--- src/rtl/mux_sel_arbiter_pkg.sv ---
// Shared constants and state encoding for the 8-way round-robin mux-select arbiter.
package arb_pkg;

    localparam int unsigned N_REQ  = 8;
    localparam int unsigned SEL_W  = 3;
    localparam int unsigned HOLD_W = 4;

    typedef enum logic [1:0] {
        ST_IDLE = 2'b00,
        ST_BUSY = 2'b01
    } state_e;

endpackage

--- src/rtl/mux_sel_arbiter_if.sv ---
// Requester-side handshake bundle: master drives requests, slave is the arbiter.
interface mux_sel_arbiter_if;
    import arb_pkg::*;

    logic [N_REQ-1:0] req;
    logic             done;
    logic [N_REQ-1:0] grant;
    logic [SEL_W-1:0] sel;
    logic             busy;
    logic             timeout;

    modport master (
        output req, done,
        input  grant, sel, busy, timeout
    );

    modport slave (
        input  req, done,
        output grant, sel, busy, timeout
    );

endinterface

--- src/rtl/mux_sel_arbiter_rr_pick8.sv ---
// Combinational round-robin picker: first set request after last_ptr, with mod-8 wrap.
module rr_pick8
    import arb_pkg::*;
(
    input  logic [N_REQ-1:0] req,
    input  logic [SEL_W-1:0] last_ptr,
    output logic             any,
    output logic [SEL_W-1:0] idx
);

    logic [SEL_W-1:0] start;
    logic [N_REQ-1:0] rot;
    logic [SEL_W-1:0] off;

    always_comb begin
        start = last_ptr + SEL_W'(1);
        rot   = '0;
        off   = '0;
        any   = 1'b0;
        // Rotate so bit 0 is the highest-priority requester, encode, then rotate back.
        for (int unsigned i = 0; i < N_REQ; i++) begin
            rot[i] = req[start + SEL_W'(i)];
        end
        for (int unsigned i = 0; i < N_REQ; i++) begin
            if (!any && rot[i]) begin
                any = 1'b1;
                off = SEL_W'(i);
            end
        end
        idx = start + off;
    end

endmodule

--- src/rtl/mux_sel_arbiter.sv ---
// Round-robin arbiter driving the select of a shared 8:1 mux; grants are held
// until done, request drop, or MAX_HOLD cycles, with one idle cycle between grants.
module mux_sel_arbiter
    import arb_pkg::*;
#(
    parameter int unsigned MAX_HOLD = 15
) (
    input  logic               clk,
    input  logic               rst,
    mux_sel_arbiter_if.slave   bus
);

    state_e            state_q, state_d;
    logic [N_REQ-1:0]  grant_q, grant_d;
    logic [SEL_W-1:0]  sel_q, sel_d;
    logic [SEL_W-1:0]  last_q, last_d;
    logic [HOLD_W-1:0] hold_q, hold_d;
    logic              busy_q, busy_d;
    logic              timeout_q, timeout_d;

    logic              pick_any;
    logic [SEL_W-1:0]  pick_idx;
    logic              rel_drop;
    logic              rel_limit;

    rr_pick8 u_pick (
        .req      (bus.req),
        .last_ptr (last_q),
        .any      (pick_any),
        .idx      (pick_idx)
    );

    assign rel_drop  = !bus.req[sel_q];
    assign rel_limit = (hold_q == HOLD_W'(MAX_HOLD - 1));

    always_comb begin
        state_d   = state_q;
        grant_d   = grant_q;
        sel_d     = sel_q;
        last_d    = last_q;
        hold_d    = hold_q;
        busy_d    = busy_q;
        timeout_d = 1'b0;
        case (state_q)
            ST_IDLE: begin
                grant_d = '0;
                busy_d  = 1'b0;
                if (pick_any) begin
                    grant_d = N_REQ'(1) << pick_idx;
                    sel_d   = pick_idx;
                    last_d  = pick_idx;
                    hold_d  = '0;
                    busy_d  = 1'b1;
                    state_d = ST_BUSY;
                end
            end
            ST_BUSY: begin
                if (bus.done || rel_drop || rel_limit) begin
                    grant_d   = '0;
                    busy_d    = 1'b0;
                    state_d   = ST_IDLE;
                    // Pulse only when the hold limit alone forced the release.
                    timeout_d = rel_limit && !bus.done && !rel_drop;
                end else begin
                    hold_d = hold_q + HOLD_W'(1);
                end
            end
            default: begin
                state_d = ST_IDLE;
                grant_d = '0;
                busy_d  = 1'b0;
            end
        endcase
    end

    always_ff @(posedge clk) begin
        if (rst) begin
            state_q   <= ST_IDLE;
            grant_q   <= '0;
            sel_q     <= '0;
            last_q    <= SEL_W'(N_REQ - 1);
            hold_q    <= '0;
            busy_q    <= 1'b0;
            timeout_q <= 1'b0;
        end else begin
            state_q   <= state_d;
            grant_q   <= grant_d;
            sel_q     <= sel_d;
            last_q    <= last_d;
            hold_q    <= hold_d;
            busy_q    <= busy_d;
            timeout_q <= timeout_d;
        end
    end

    assign bus.grant   = grant_q;
    assign bus.sel     = sel_q;
    assign bus.busy    = busy_q;
    assign bus.timeout = timeout_q;

endmodule

--- src/flat_wrapper.sv ---
// flat-port wrapper written by rule: the top's interface ports become plain ports
module mux_sel_arbiter_flat import arb_pkg::*;
#(
    parameter int unsigned MAX_HOLD = 15
)
  (clk, rst, bus_req, bus_done, bus_grant, bus_sel, bus_busy, bus_timeout);
  mux_sel_arbiter_if bus_i ();
  input  logic clk;
  input  logic rst;
  input wire logic [$bits(bus_i.req)-1:0] bus_req;
  input wire logic [$bits(bus_i.done)-1:0] bus_done;
  output wire logic [$bits(bus_i.grant)-1:0] bus_grant;
  output wire logic [$bits(bus_i.sel)-1:0] bus_sel;
  output wire logic [$bits(bus_i.busy)-1:0] bus_busy;
  output wire logic [$bits(bus_i.timeout)-1:0] bus_timeout;
  assign bus_i.req = bus_req;
  assign bus_i.done = bus_done;
  assign bus_grant = bus_i.grant;
  assign bus_sel = bus_i.sel;
  assign bus_busy = bus_i.busy;
  assign bus_timeout = bus_i.timeout;
  mux_sel_arbiter #(.MAX_HOLD(MAX_HOLD)) u_core (.clk(clk), .rst(rst), .bus(bus_i));
endmodule
--- config.mk ---
export PLATFORM = sky130hd
export DESIGN_NAME = mux_sel_arbiter_flat
export DESIGN_NICKNAME = d
export VERILOG_FILES = /design/src/rtl/mux_sel_arbiter_pkg.sv /design/src/rtl/mux_sel_arbiter_if.sv /design/src/rtl/mux_sel_arbiter_rr_pick8.sv /design/src/rtl/mux_sel_arbiter.sv /design/src/flat_wrapper.sv
export SDC_FILE = /design/constraint.sdc
export NUM_CORES = 1
export LEC_CHECK = 0
export BUFFER_PORTS_ARGS = -buffer_cell sky130_fd_sc_hd__buf_2
export CAP_MARGIN = 20
export CORE_UTILIZATION = 35
export DETAILED_ROUTE_END_ITERATION = 12
export GPL_TIMING_DRIVEN = 0
export PLACE_DENSITY = 0.63
export SETUP_SLACK_MARGIN = 0.5
export SLEW_MARGIN = 20
export SYNTH_ARGS = -nofsm -noshare
export SYNTH_HDL_FRONTEND = slang
export SYNTH_SLANG_ARGS = --single-unit
--- constraint.sdc ---
create_clock -name clk -period 5.2 [get_ports clk]
set_clock_uncertainty 0.15 [all_clocks]
set_input_delay 0.52 -clock clk [delete_from_list [all_inputs] [get_ports clk]]
set_output_delay 0.52 -clock clk [all_outputs]
set_load 0.01 [all_outputs]
# Word-level counts from Yosys, hierarchy flattened
# Index checks and enable logic that the tools add are counted.
word_totals:
  regBits: 22
  latchBits: 0
  mem_bits_rw: 0
  mem_bits_ro: 0
  input_bits: 11
  output_inout_bits: 13
  wordCells: 105
  mem_count: 0
classes:
  n_addsub: 10
  mul: 0
  div_mod_pow: 0
  n_lt_le_gt_ge: 9
  n_eq_ne: 5
  shift: 1
  muxes: 45
  n_bitwise: 2
  n_reduce_logical: 26
ops:
  columns: ["op", "count"]
  rows:
  - ["3-bit by 4-bit < comparator with 1-bit output, second input constant", 9]
  - ["1-bit binary-select mux with 3-bit select", 9]
  - ["1-bit two-way mux", 20]
  - ["3-bit two-way mux", 6]
  - ["8-bit two-way mux", 2]
  - ["8-bit case mux with 2 select lines", 1]
  - ["3-bit adder, second input constant", 4]
  - ["1-bit logical AND", 9]
  - ["1-bit logical NOT", 9]
  - ["4-bit two-way mux", 2]
  - ["4-bit case mux with 2 select lines", 1]
  - ["1-bit by 3-bit << shifter with 8-bit output, first input constant", 1]
  - ["3-bit by 1-bit adder with 3-bit output, second input constant", 2]
  - ["3-bit by 2-bit adder with 3-bit output, second input constant", 2]
  - ["4-bit by 1-bit adder with 4-bit output, second input constant", 1]
  - ["4-bit == test, second input constant", 1]
  - ["2-bit two-way mux", 2]
  - ["2-bit by 1-bit != test with 1-bit output, second input constant", 2]
  - ["2-bit case mux with 2 select lines", 1]
  - ["2-bit AND reduction", 2]
  - ["3-bit adder", 1]
  - ["3-bit AND reduction", 1]
  - ["3-bit OR reduction", 1]
  - ["2-bit by 1-bit == test with 1-bit output, second input constant", 1]
  - ["6 further kinds", 8]

# Depth between registers and ports, before layout
# Gate-level depths: netlist (run 1).
depth:
  word_depth: 29
  depth_mapped: 18
  depth_no_buf: 16

# Cells and area by module
# From an unflattened synthesis (run 1), not the netlist that was laid out.
hier_totals:
  hier_cells: 174
  area_unflattened_um2: 1692.9
modules_own_cells:
  columns: ["module", "n_inst", "cells_per_inst", "area_per_inst_um2", "seq_area_each_um2"]
  rows:
  - ["mux_sel_arbiter", 1, 103, 939.7, 420.4]
  - ["rr_pick8", 1, 71, 753.2, 0.0]

# Worst setup path before layout (run 1)
# No wires, ideal clock.
synth_path:
  path_type: "register to register"
  startpoint: "register u_core.last_q[0]"
  endpoint: "register u_core.grant_q[7] (netlist: u_core.bus.grant[7])"
  setup_time_ns: 0.087
  arrival_time_ns: 3.972
  required_time_ns: 4.963
  slack_ns: 0.991
  path_stages_with_launch: 19
  n_path_buf: 2
  period_less_slack_ns: 4.209
  path_cell_list: "dfxtp_1 -> buf_6 -> inv_1 -> ha_1 -> buf_4 -> mux4_2 -> mux2i_1 -> nor2b_1 -> and2_4 -> nor2b_1 -> nor2_1 -> o32ai_1 -> ha_1 -> inv_1 -> fa_1 -> xnor2_1 -> xnor2_1 -> or2_1 -> o31ai_1"
synth_between:
  elab_chain_len: 29
  word_cells_on_any_way: 57
  classes_between: "add/sub (9); shift (1); mux (33); reduce/logical (14)"
synth_lines:
  columns: ["item", "line", "text"]
  rows:
  - ["start: declaration", "mux_sel_arbiter.sv:16", "logic [SEL_W-1:0] last_q, last_d;"]
  - ["start signal: assignment", "mux_sel_arbiter.sv:81", "last_q <= SEL_W'(N_REQ - 1);"]
  - ["start signal: assignment", "mux_sel_arbiter.sv:89", "last_q <= last_d;"]
  - ["3-bit by 1-bit adder with 3-bit output *", "mux_sel_arbiter_rr_pick8.sv:16", "start = last_ptr + SEL_W'(1);"]
  - ["branches (longest 26 deep; another with 3-bit by 1-bit adder with 3-bit output)", null, null]
  - ["8-bit two-way mux *", "mux_sel_arbiter.sv:48", "if (pick_any) begin"]
  - ["8-bit case mux with 2 select lines *", "mux_sel_arbiter.sv:44", "case (state_q)"]
  - ["end signal: assignment", "mux_sel_arbiter.sv:87", "grant_q <= grant_d;"]
  - ["end: declaration", "mux_sel_arbiter.sv:14", "logic [N_REQ-1:0] grant_q, grant_d;"]
# Mark *: on every way between the ends. The select of a mux whose other input is x is not followed.
# A chain may end at the register's enable or synchronous reset.

# Worst setup path in the final report (run 1)
# Ends and elaborated chain as after synthesis.

==> results of run 1 <==
==> routing by layer <==
layer / global-route usage, % / part of all wire (%) / vias up
li1: - / - / 598
met1: 19.2 / 45 / 600
met2: 27.1 / 52 / 15
met3: 2.40 / 2.3 / 4
met4: 4.26 / 0.84 / 0
met5: 0 / 0 / -
==> power groups by stage <==
stage	clock [mW]	sequential, mW	combinational (mW)
final	0.102	0.223	1.00
after global routing	0.112	0.226	1.09
after detailed placement	0	0.226	0.926
after floorplan	0	0.232	0.740
after global placement	0	0.223	0.910
after CTS	0.106	0.222	0.938
==> final cells by class <==
class / instances / area share (%)
multi-input cells: 117 / 59.6
flip-flops and latches: 21 / 24.3
repair buffers: 23 / 6.67
well taps: 50 / 3.62
clock buffers: 3 / 2.39
plain buffers: 4 / 2.17
inverters: 4 / 0.870
clock inverters: 1 / 0.290
==> cell usage in the layout, fill, tap and decap left out, types with 2 or more instances in the layout <==
master,count
a21oi_1,7
buf_2,23
buf_6,3
clkbuf_8,3
dfxtp_1,21
ha_1,4
inv_1,4
mux2_2,4
mux2i_1,5
mux4_2,10
nand2_1,18
nand2b_1,4
nand3_1,2
nor2_1,12
nor3_1,5
nor4_1,7
o21ai_0,2
o21ai_2,2
o31ai_1,4
xnor2_1,3
xnor3_1,2
xor2_1,3
==> worst paths after layout <==
check / endpoint / slack [ns]
max: u_core.bus.grant[7]$_SDFFE_PP0P_ / 0.77
min: u_core.bus.grant[2]$_SDFFE_PP0P_ / 0.30
max reg2reg: u_core.bus.grant[7]$_SDFFE_PP0P_ / 0.77
min reg2reg: u_core.bus.grant[2]$_SDFFE_PP0P_ / 0.30
==> logic make-up after synthesis <==
family          synth area share, %
xor+xnor                       6.66
fa+ha+maj                      5.63
simple gates                   21.2
buf+inv                        3.33
compound gates                 12.5
flops                          28.7
mux                            22.1
==> state kept, by name, indices dropped and copies added (netlist names) <==
name and flops:
u_core.bus.busy 1, u_core.last_q 3, u_core.bus.sel 3, u_core.bus.timeout 1
u_core.state_q 1, u_core.hold_q 4, u_core.bus.grant 8
==> worst reg2reg max path, delay by kind of cell, from the launching register on <==
kind | cells | cell delay [ns]
flops | 1 | 0.35
compound gates | 2 | 0.48
mux | 2 | 0.74
xor+xnor | 2 | 0.34
simple gates | 5 | 0.93
fa+ha+maj | 3 | 0.88
buf+inv | 4 | 0.47
==> stage by stage <==
stage	area [um2]	power (mW)	hold WS, ns	setup slack, ns
floorplan	1470	0.972	0.331	0.991
global placement	1640	1.13	0.284	0.596
detailed placement	1640	1.15	0.289	0.486
CTS	1690	1.27	0.308	0.506
global route	1730	1.43	0.319	0.522
finish	1730	1.33	0.305	0.770
==> what timing repair did <==
action | 4_1_cts | 5_1_grt
gates resized for setup | 1 | 9
pin swaps | 0 | 2
setup endpoints to repair | 6 | 10
hold endpoints to repair | 0 | 0
==> reports/metrics.csv, run 1 <==
metric,value,unit
clock_path_buffers,2,
fin_util,43.2,%
hold_class,reg2reg,
worstSkewPairLatency,0.25,ns
row_count,23,
die_h,66.7,um
dr.pass1.iters,4,
cts_buffers,3,
numPlacedInstances,219,
post_drt_wl_per_cell,14.3,um
setup_viol,0,
synth_nets,163,
grt_pass1_wl,5.31,mm
hold_path_depth,2,
synth_top_area_cell,dfxtp_1,
core_area,4000,um2
htreeDepth,1,
p_sw_share,46.6,%
synth.cell_area,1470,um2
r2r_start,u_core.last_q[0]$_SDFFE_PP1P_,
finalNetCount,191,
maxSlewHeadroom,54.1,%
crit_required,5.22,ns
start_kind,flip-flop,
antenna_cells,0,
top_level_ports,24,
grt_antenna_before_repair,0,
viasPerCell,5.46,
syn_inst,146,
multi_input_area,1030,um2
worstMarginPinSlew,0.684,ns
fmax,0.226,GHz
grt_max_degree,13,
drive_above_1_share,33.5,%
leakage,0.699,nW
tns,0,ns
cp_max_fo,10,
vias,1217,
crit_start,u_core.last_q[0]$_SDFFE_PP1P_,
synth.most_common_cell,dfxtp_1,
ant_nets,0,
synth-main-ff-cell,dfxtp_1,
area_growth_syn_to_layout,17.7,%
drc,0,
grt-ovfl-total,0,
cp.arrival,4.45,ns
synth_edf_count,0,
wl,3.20,mm
cp_top_family,simple AND/OR/NAND/NOR gates,
final_cells,223,
ir_worst_vdd,0.287,mV
p_sw,619,uW
hold_viol_final,0,
grtUsageTotal,15.4,%
cp_num_buf_inv,4,
pwr-share-clk,7.7,%
dp_hpwl,2.40,mm
endpoint_kind,flip-flop,
fill_cells,370,
grt_pass1_vias,1160,
clock_sinks,21,
yosysUniqueCellTypes,41,
seq_area,420,um2
status,finished clean,
die_x,66.7,um
start_util,36.7,%
ys_seq_area_share,28.7,%
synth_top_area_share,28.7,%
numPortBuffers,23,
cts_tree,done,
seq_power_share,16.8,%
place.gp.congestion,0.815,
drv_cap,0,
avgSynthCellArea,10.0,um2
cts_setup_buffers,0,
synthTopCellsByCount,"21 x dfxtp_1, 18 x nand2_1, 12 x nor2_1",
hold_buffers,0,
root_buffer,clkbuf_8,
die-area,4450,um2
p_int,710,uW
ys_warn_count,0,
async_flop_share,0,%
r2r_cells,18,
powerDensity,770,nW/um2
comb_power_share,75.5,%
path_cells,buf_6 -> inv_1 -> ha_4 -> buf_6 -> mux4_2 -> mux2i_1 -> nor2b_4 -> and2_4 -> nor2b_2 -> nor2_1 -> o32ai_2 -> ha_1 -> inv_1 -> fa_1 -> xnor2_1 -> xnor2_1 -> or2_1 -> o31ai_1,
cpPeakStageDelay,0.54,ns
path_class,reg2reg,
hold_path.startpoint,u_core.bus.grant[2]$_SDFFE_PP0P_,
rsz0062_at_grt,no,
fin_crit_sh,85.2,%
slew_viol_final,0,
ys_seq_elements,21,
yosys-top-cells-area,"dfxtp_1 29%, mux4_2 14%, nand2_1 4.6%",
initialDrtViolationCount,28,
post-route-min-period,4.43,ns
clk_pin_slew,0.07,ns
slowest_stage,mux4_2,
cp.depth,18,
Note: power is estimated with default switching activity, not from simulation.
==> run 2: changes to the inputs <==
--- a/config.mk
+++ b/config.mk
@@ -5,12 +5,12 @@
 export SDC_FILE = /design/constraint.sdc
 export NUM_CORES = 1
 export LEC_CHECK = 0
-export BUFFER_PORTS_ARGS = -buffer_cell sky130_fd_sc_hd__buf_2
+export BUFFER_PORTS_ARGS = -buffer_cell sky130_fd_sc_hd__clkbuf_2
 export CAP_MARGIN = 20
 export CORE_UTILIZATION = 35
 export DETAILED_ROUTE_END_ITERATION = 12
 export GPL_TIMING_DRIVEN = 0
-export PLACE_DENSITY = 0.63
+export PLACE_DENSITY = 0.65
 export SETUP_SLACK_MARGIN = 0.5
 export SLEW_MARGIN = 20
 export SYNTH_ARGS = -nofsm -noshare
==> constraint.sdc (replaced) <==
create_clock -name clk -period 3.6 [get_ports clk]
set_clock_uncertainty 0.15 [all_clocks]
set_input_delay 0.36 -clock clk [delete_from_list [all_inputs] [get_ports clk]]
set_output_delay 0.36 -clock clk [all_outputs]
set_load 0.01 [all_outputs]
==> run 2 against run 1 <==
  * The flow now finishes with violations (setup timing)
  * Flip-flop and latch count stayed put
  * Sequential share of layout area is 2.7 points lower
  * Design area is 13% higher
  * Count of clock-buffer cells in the layout is 1 higher
  * Non-clock buffer count is 11 higher
  * Die area stayed put
  * Global-route usage is 0.13 points higher
  * Maximum frequency is 12% higher
  * Critical endpoint is now u_core.bus.grant[4]$_SDFFE_PP0P_
  * Highest routed layer unchanged
==> reports/metrics.csv, run 2 (synthesis results as in run 1) <==
metric,value,unit
clock_path_buffers,2,
largest_reg_flops,8,
r2r_cells,18,
rsz0062_at_grt,yes,
grtUsageTotal,15.5,%
hold_path_depth,3,
path_class,reg2reg,
row_count,23,
cts_tree,done,
dr.pass1.iters,4,
worstMarginPinSlew,0.461,ns
root_buffer,clkbuf_8,
numPortBuffers,23,
post-route-min-period,3.96,ns
ant_nets,0,
start_kind,flip-flop,
top_level_ports,24,
clk_pin_slew,0.07,ns
cp_max_fo,8,
place.gp.congestion,0.804,
crit_required,3.63,ns
hold_viol_final,0,
htreeDepth,1,
cp.arrival,3.99,ns
grt_max_degree,12,
cp.depth,18,
slowest_stage,mux4_2,
drv_cap,0,
finalNetCount,202,
grt-ovfl-total,0,
final_common_cell,clkbuf_2,
worstSkewPairLatency,0.26,ns
cp_top_family,simple AND/OR/NAND/NOR gates,
slew_viol_final,0,
clock_sinks,21,
drc,0,
die_x,66.7,um
final_cells,234,
drive_above_1_share,47.3,%
viasPerCell,5.33,
cpPeakStageDelay,0.51,ns
cp_num_buf_inv,4,
fin_crit_sh,110,%
status,finished with violations,
dp_hpwl,2.31,mm
grt_pass1_wl,5.22,mm
vias,1247,
initialDrtViolationCount,66,
path_cells,buf_8 -> inv_4 -> ha_4 -> buf_8 -> mux4_2 -> mux2i_1 -> nor2b_4 -> and2_4 -> nor2b_4 -> nor2_2 -> o32ai_4 -> ha_4 -> inv_2 -> fa_2 -> xnor2_2 -> xnor2_2 -> or2_4 -> o31ai_4,
post_drt_wl_per_cell,14.1,um
antenna_cells,0,
wl,3.29,mm
multi_input_area,1160,um2
numPlacedInstances,219,
endpoint_kind,flip-flop,
start_util,36.7,%
seq_area,422,um2
maxSlewHeadroom,69.1,%
fmax,0.253,GHz
die-area,4450,um2
fill_cells,387,
hold_class,in2reg,
die_h,66.7,um
core_area,4000,um2
setup_viol,12,
cts_buffers,3,
violations,setup timing,
grt_pass1_vias,1100,
layout_setup_ws,-0.359,ns
area_growth_syn_to_layout,33.1,%
grt_antenna_before_repair,0,
final_cell_mix,"23 x clkbuf_2, 20 x dfxtp_1, 17 x nand2_1",
## run 2: cell count changes in the layout (fill, tap and decap cells not counted), sizes merged
| cell | change |
|---|---|
| buf | -12 |
| clkbuf | +24 |
| clkinv | -1 |
## run 2: per-stage QoR
step                area [um2]  setup TNS (ns)  setup WS (ns)  hold slack, ns  util, %
global placement          1690           -6.88         -0.726           0.294     42.2
CTS                       1860           -3.71         -0.427           0.228     46.5
finish                    1950           -2.89         -0.359           0.243     48.8
detailed placement        1690           -6.81         -0.728           0.297     42.2
global route              1950           -5.30         -0.552           0.259     48.8
floorplan                 1510           -2.35         -0.352           0.306        -
## run 2: routing by layer
metal,up-vias,share of wire (%),GRT usage [%]
met2,12,51,26.4
met3,5,1.7,1.03
met1,611,46,20.6
met4,0,1.4,5.59
li1,619,-,-
met5,-,0,0
## run 2: worst paths after layout
path              slack (ns)                          endpoint                              from
setup / recovery       -0.36  u_core.bus.grant[4]$_SDFFE_PP0P_     u_core.last_q[0]$_SDFFE_PP1P_
hold / removal          0.24     u_core.last_q[0]$_SDFFE_PP1P_                               rst
setup reg to reg       -0.36  u_core.bus.grant[4]$_SDFFE_PP0P_     u_core.last_q[0]$_SDFFE_PP1P_
hold reg to reg         0.31  u_core.bus.grant[5]$_SDFFE_PP0P_  u_core.bus.grant[5]$_SDFFE_PP0P_
## run 2: tightest hold or removal path: cells and delay by family
kind                   cells  cell delay (ns)
AOI/OAI and AO/OA          1             0.05
buffers and inverters      1             0.15
and+or+nand+nor            1             0.06
## run 2: final cells by class
class                      instances  area share, %
clock buffer                       4           2.31
tap                               50           3.21
inverter                           4          0.897
multi-input combinational        117           59.6
timing repair buffer              34           10.1
sequential                        21           21.6
buffer                             4           2.31
## run 2: repair_timing
item | in CTS | in global routing
cloned | 0 | 0
buffers inserted | 9 | 2
gates resized for setup | 11 | 11
pin swaps | 9 | 4
setup endpoints to repair | 14 | 15
hold buffers | 0 | 0
Power of run 2 is not shown: default switching activity piles up to over one toggle a cycle in this logic, so the estimate is an artifact.
==> run 3: changes to the inputs <==
--- a/config.mk
+++ b/config.mk
@@ -7,10 +7,12 @@
 export LEC_CHECK = 0
 export BUFFER_PORTS_ARGS = -buffer_cell sky130_fd_sc_hd__clkbuf_2
 export CAP_MARGIN = 20
-export CORE_UTILIZATION = 35
+export CELL_PAD_IN_SITES_DETAIL_PLACEMENT = 1
+export CELL_PAD_IN_SITES_GLOBAL_PLACEMENT = 2
+export CORE_UTILIZATION = 32
 export DETAILED_ROUTE_END_ITERATION = 12
 export GPL_TIMING_DRIVEN = 0
-export PLACE_DENSITY = 0.65
+export PLACE_DENSITY = 0.85
 export SETUP_SLACK_MARGIN = 0.5
 export SLEW_MARGIN = 20
 export SYNTH_ARGS = -nofsm -noshare
==> run 3 against run 2 <==
  * The run still ends with setup timing left
  * Routed wire length up 27%
  * Design area rose by 0.90%
  * Critical path type unchanged
  * Die area up 9.1%
  * Maximum frequency fell by 2.8%
==> reports/metrics.csv, run 3 (synthesis results as in run 1) <==
metric,value,unit
status,finished with violations,
violations,setup timing,
finalNetCount,205,
cpPeakStageDelay,0.54,ns
fmax,0.246,GHz
grt-ovfl-total,0,
die_x,69.7,um
dp_hpwl,2.98,mm
clock_sinks,21,
cts_tree,done,
cp_num_buf_inv,5,
crit_path_end,u_core.bus.grant[6]$_SDFFE_PP0P_,
endpoint_kind,flip-flop,
top_level_ports,24,
vias,1299,
layout_setup_ws,-0.473,ns
worstSkewPairLatency,0.26,ns
viasPerCell,5.44,
r2r_cells,16,
cts_buffers,3,
grt_pass1_wl,6.95,mm
ant_nets,0,
slowest_stage,mux4_2,
antenna_cells,0,
root_buffer,clkbuf_8,
path_class,reg2reg,
rsz0062_at_grt,yes,
clock_path_buffers,2,
path_cells,buf_8 -> inv_6 -> ha_4 -> buf_8 -> mux4_2 -> buf_4 -> mux2_2 -> a21oi_1 -> nor2b_4 -> mux2i_1 -> o32ai_4 -> ha_4 -> inv_2 -> fa_2 -> or3_4 -> o21ai_2,
drc,0,
grt_antenna_before_repair,0,
slew_viol_final,0,
start_util,33.4,%
dr.pass1.iters,4,
area_growth_syn_to_layout,34.3,%
grt_max_degree,13,
core_area,4380,um2
start_kind,flip-flop,
numPlacedInstances,221,
fin_crit_sh,113,%
post-route-min-period,4.07,ns
row_count,24,
wl,4.17,mm
numPortBuffers,23,
post_drt_wl_per_cell,17.5,um
grtUsageTotal,17.7,%
final_common_cell,clkbuf_2,
maxSlewHeadroom,66.4,%
final_cells,239,
cp.arrival,4.12,ns
crit_start,u_core.last_q[0]$_SDFFE_PP1P_,
crit_required,3.65,ns
die_h,69.7,um
rrSetupSlack,-0.47,ns
worstMarginPinSlew,0.502,ns
initialDrtViolationCount,24,
reg2reg_to,u_core.bus.grant[6]$_SDFFE_PP0P_,
hold_path_depth,3,
cp_top_family,multiplexers,
cp_max_fo,8,
hold_class,in2reg,
die-area,4860,um2
drive_above_1_share,48.7,%
setup_viol,12,
cp.depth,16,
drv_cap,0,
hold_viol_final,0,
r2r_start,u_core.last_q[0]$_SDFFE_PP1P_,
htreeDepth,1,
place.gp.congestion,0.817,
grt_pass1_vias,1425,
largest_reg_flops,8,
final_cell_mix,"23 x clkbuf_2, 20 x dfxtp_1, 17 x nand2_1",
clk_pin_slew,0.08,ns
## run 3: per-layer routing
layer | vias to the layer above | wire length, um | track usage, % | share of wire [%]
met5 | - | 0 | 0 | 0
met4 | 0 | 46 | 4.22 | 1.1
met3 | 5 | 53 | 2.03 | 1.3
met2 | 14 | 2270 | 32.7 | 54
met1 | 657 | 1800 | 21.9 | 43
li1 | 623 | - | - | -
## run 3: worst min path at each step
stage                                           startpoint                          endpoint
after floorplan                                        rst     u_core.last_q[0]$_SDFFE_PP1P_
after global routing                                   rst     u_core.last_q[0]$_SDFFE_PP1P_
final                                                  rst     u_core.last_q[0]$_SDFFE_PP1P_
after CTS                                              rst     u_core.last_q[0]$_SDFFE_PP1P_
after global placement    u_core.bus.grant[6]$_SDFFE_PP0P_  u_core.bus.grant[6]$_SDFFE_PP0P_
after detailed placement  u_core.bus.grant[0]$_SDFFE_PP0P_  u_core.bus.grant[0]$_SDFFE_PP0P_
## run 3: metrics by stage
| stage | area, um2 | hold WS, ns | worst slack (ns) | utilization (%) | TNS, ns |
|---|---|---|---|---|---|
| after detailed placement | 1690 | 0.290 | -0.862 | 38.6 | -8.77 |
| after CTS | 1930 | 0.245 | -0.481 | 44.0 | -4.46 |
| final | 1970 | 0.247 | -0.473 | 44.9 | -4.19 |
| after global routing | 1970 | 0.271 | -0.618 | 44.9 | -6.24 |
| after global placement | 1690 | 0.290 | -0.692 | 38.6 | -6.72 |
| after floorplan | 1510 | 0.306 | -0.352 | - | -2.35 |
## run 3: worst reg2reg max path, stage by stage (launching register included)
cell and delay, ns:
dfxtp_2 0.35, buf_8 0.11, inv_6 0.03, ha_4 0.28, buf_8 0.14, mux4_2 0.54, buf_4 0.16, mux2_2 0.26
a21oi_1 0.23, nor2b_4 0.07, mux2i_1 0.29, o32ai_4 0.16, ha_4 0.18, inv_2 0.05, fa_2 0.49, or3_4 0.38
o21ai_2 0.15
## run 3: what timing repair did
item	CTS	global route
gates resized for setup	18	4
setup buffers	13	1
pin swaps	13	5
endpoints found under the hold margin	0	0
hold buffers	0	0
setup endpoints to repair	15	16
## run 3: layout make-up
cell class	count	area [um2]
tap	52	65.1
clock buffer	3	41.3
multi-input combinational	117	1150
fill	514	2410
buffer	4	45.0
sequential	21	422
inverter	4	20.0
timing repair buffer	37	220
clock inverter	1	5.00
Power of run 3 is left out for the same reason.
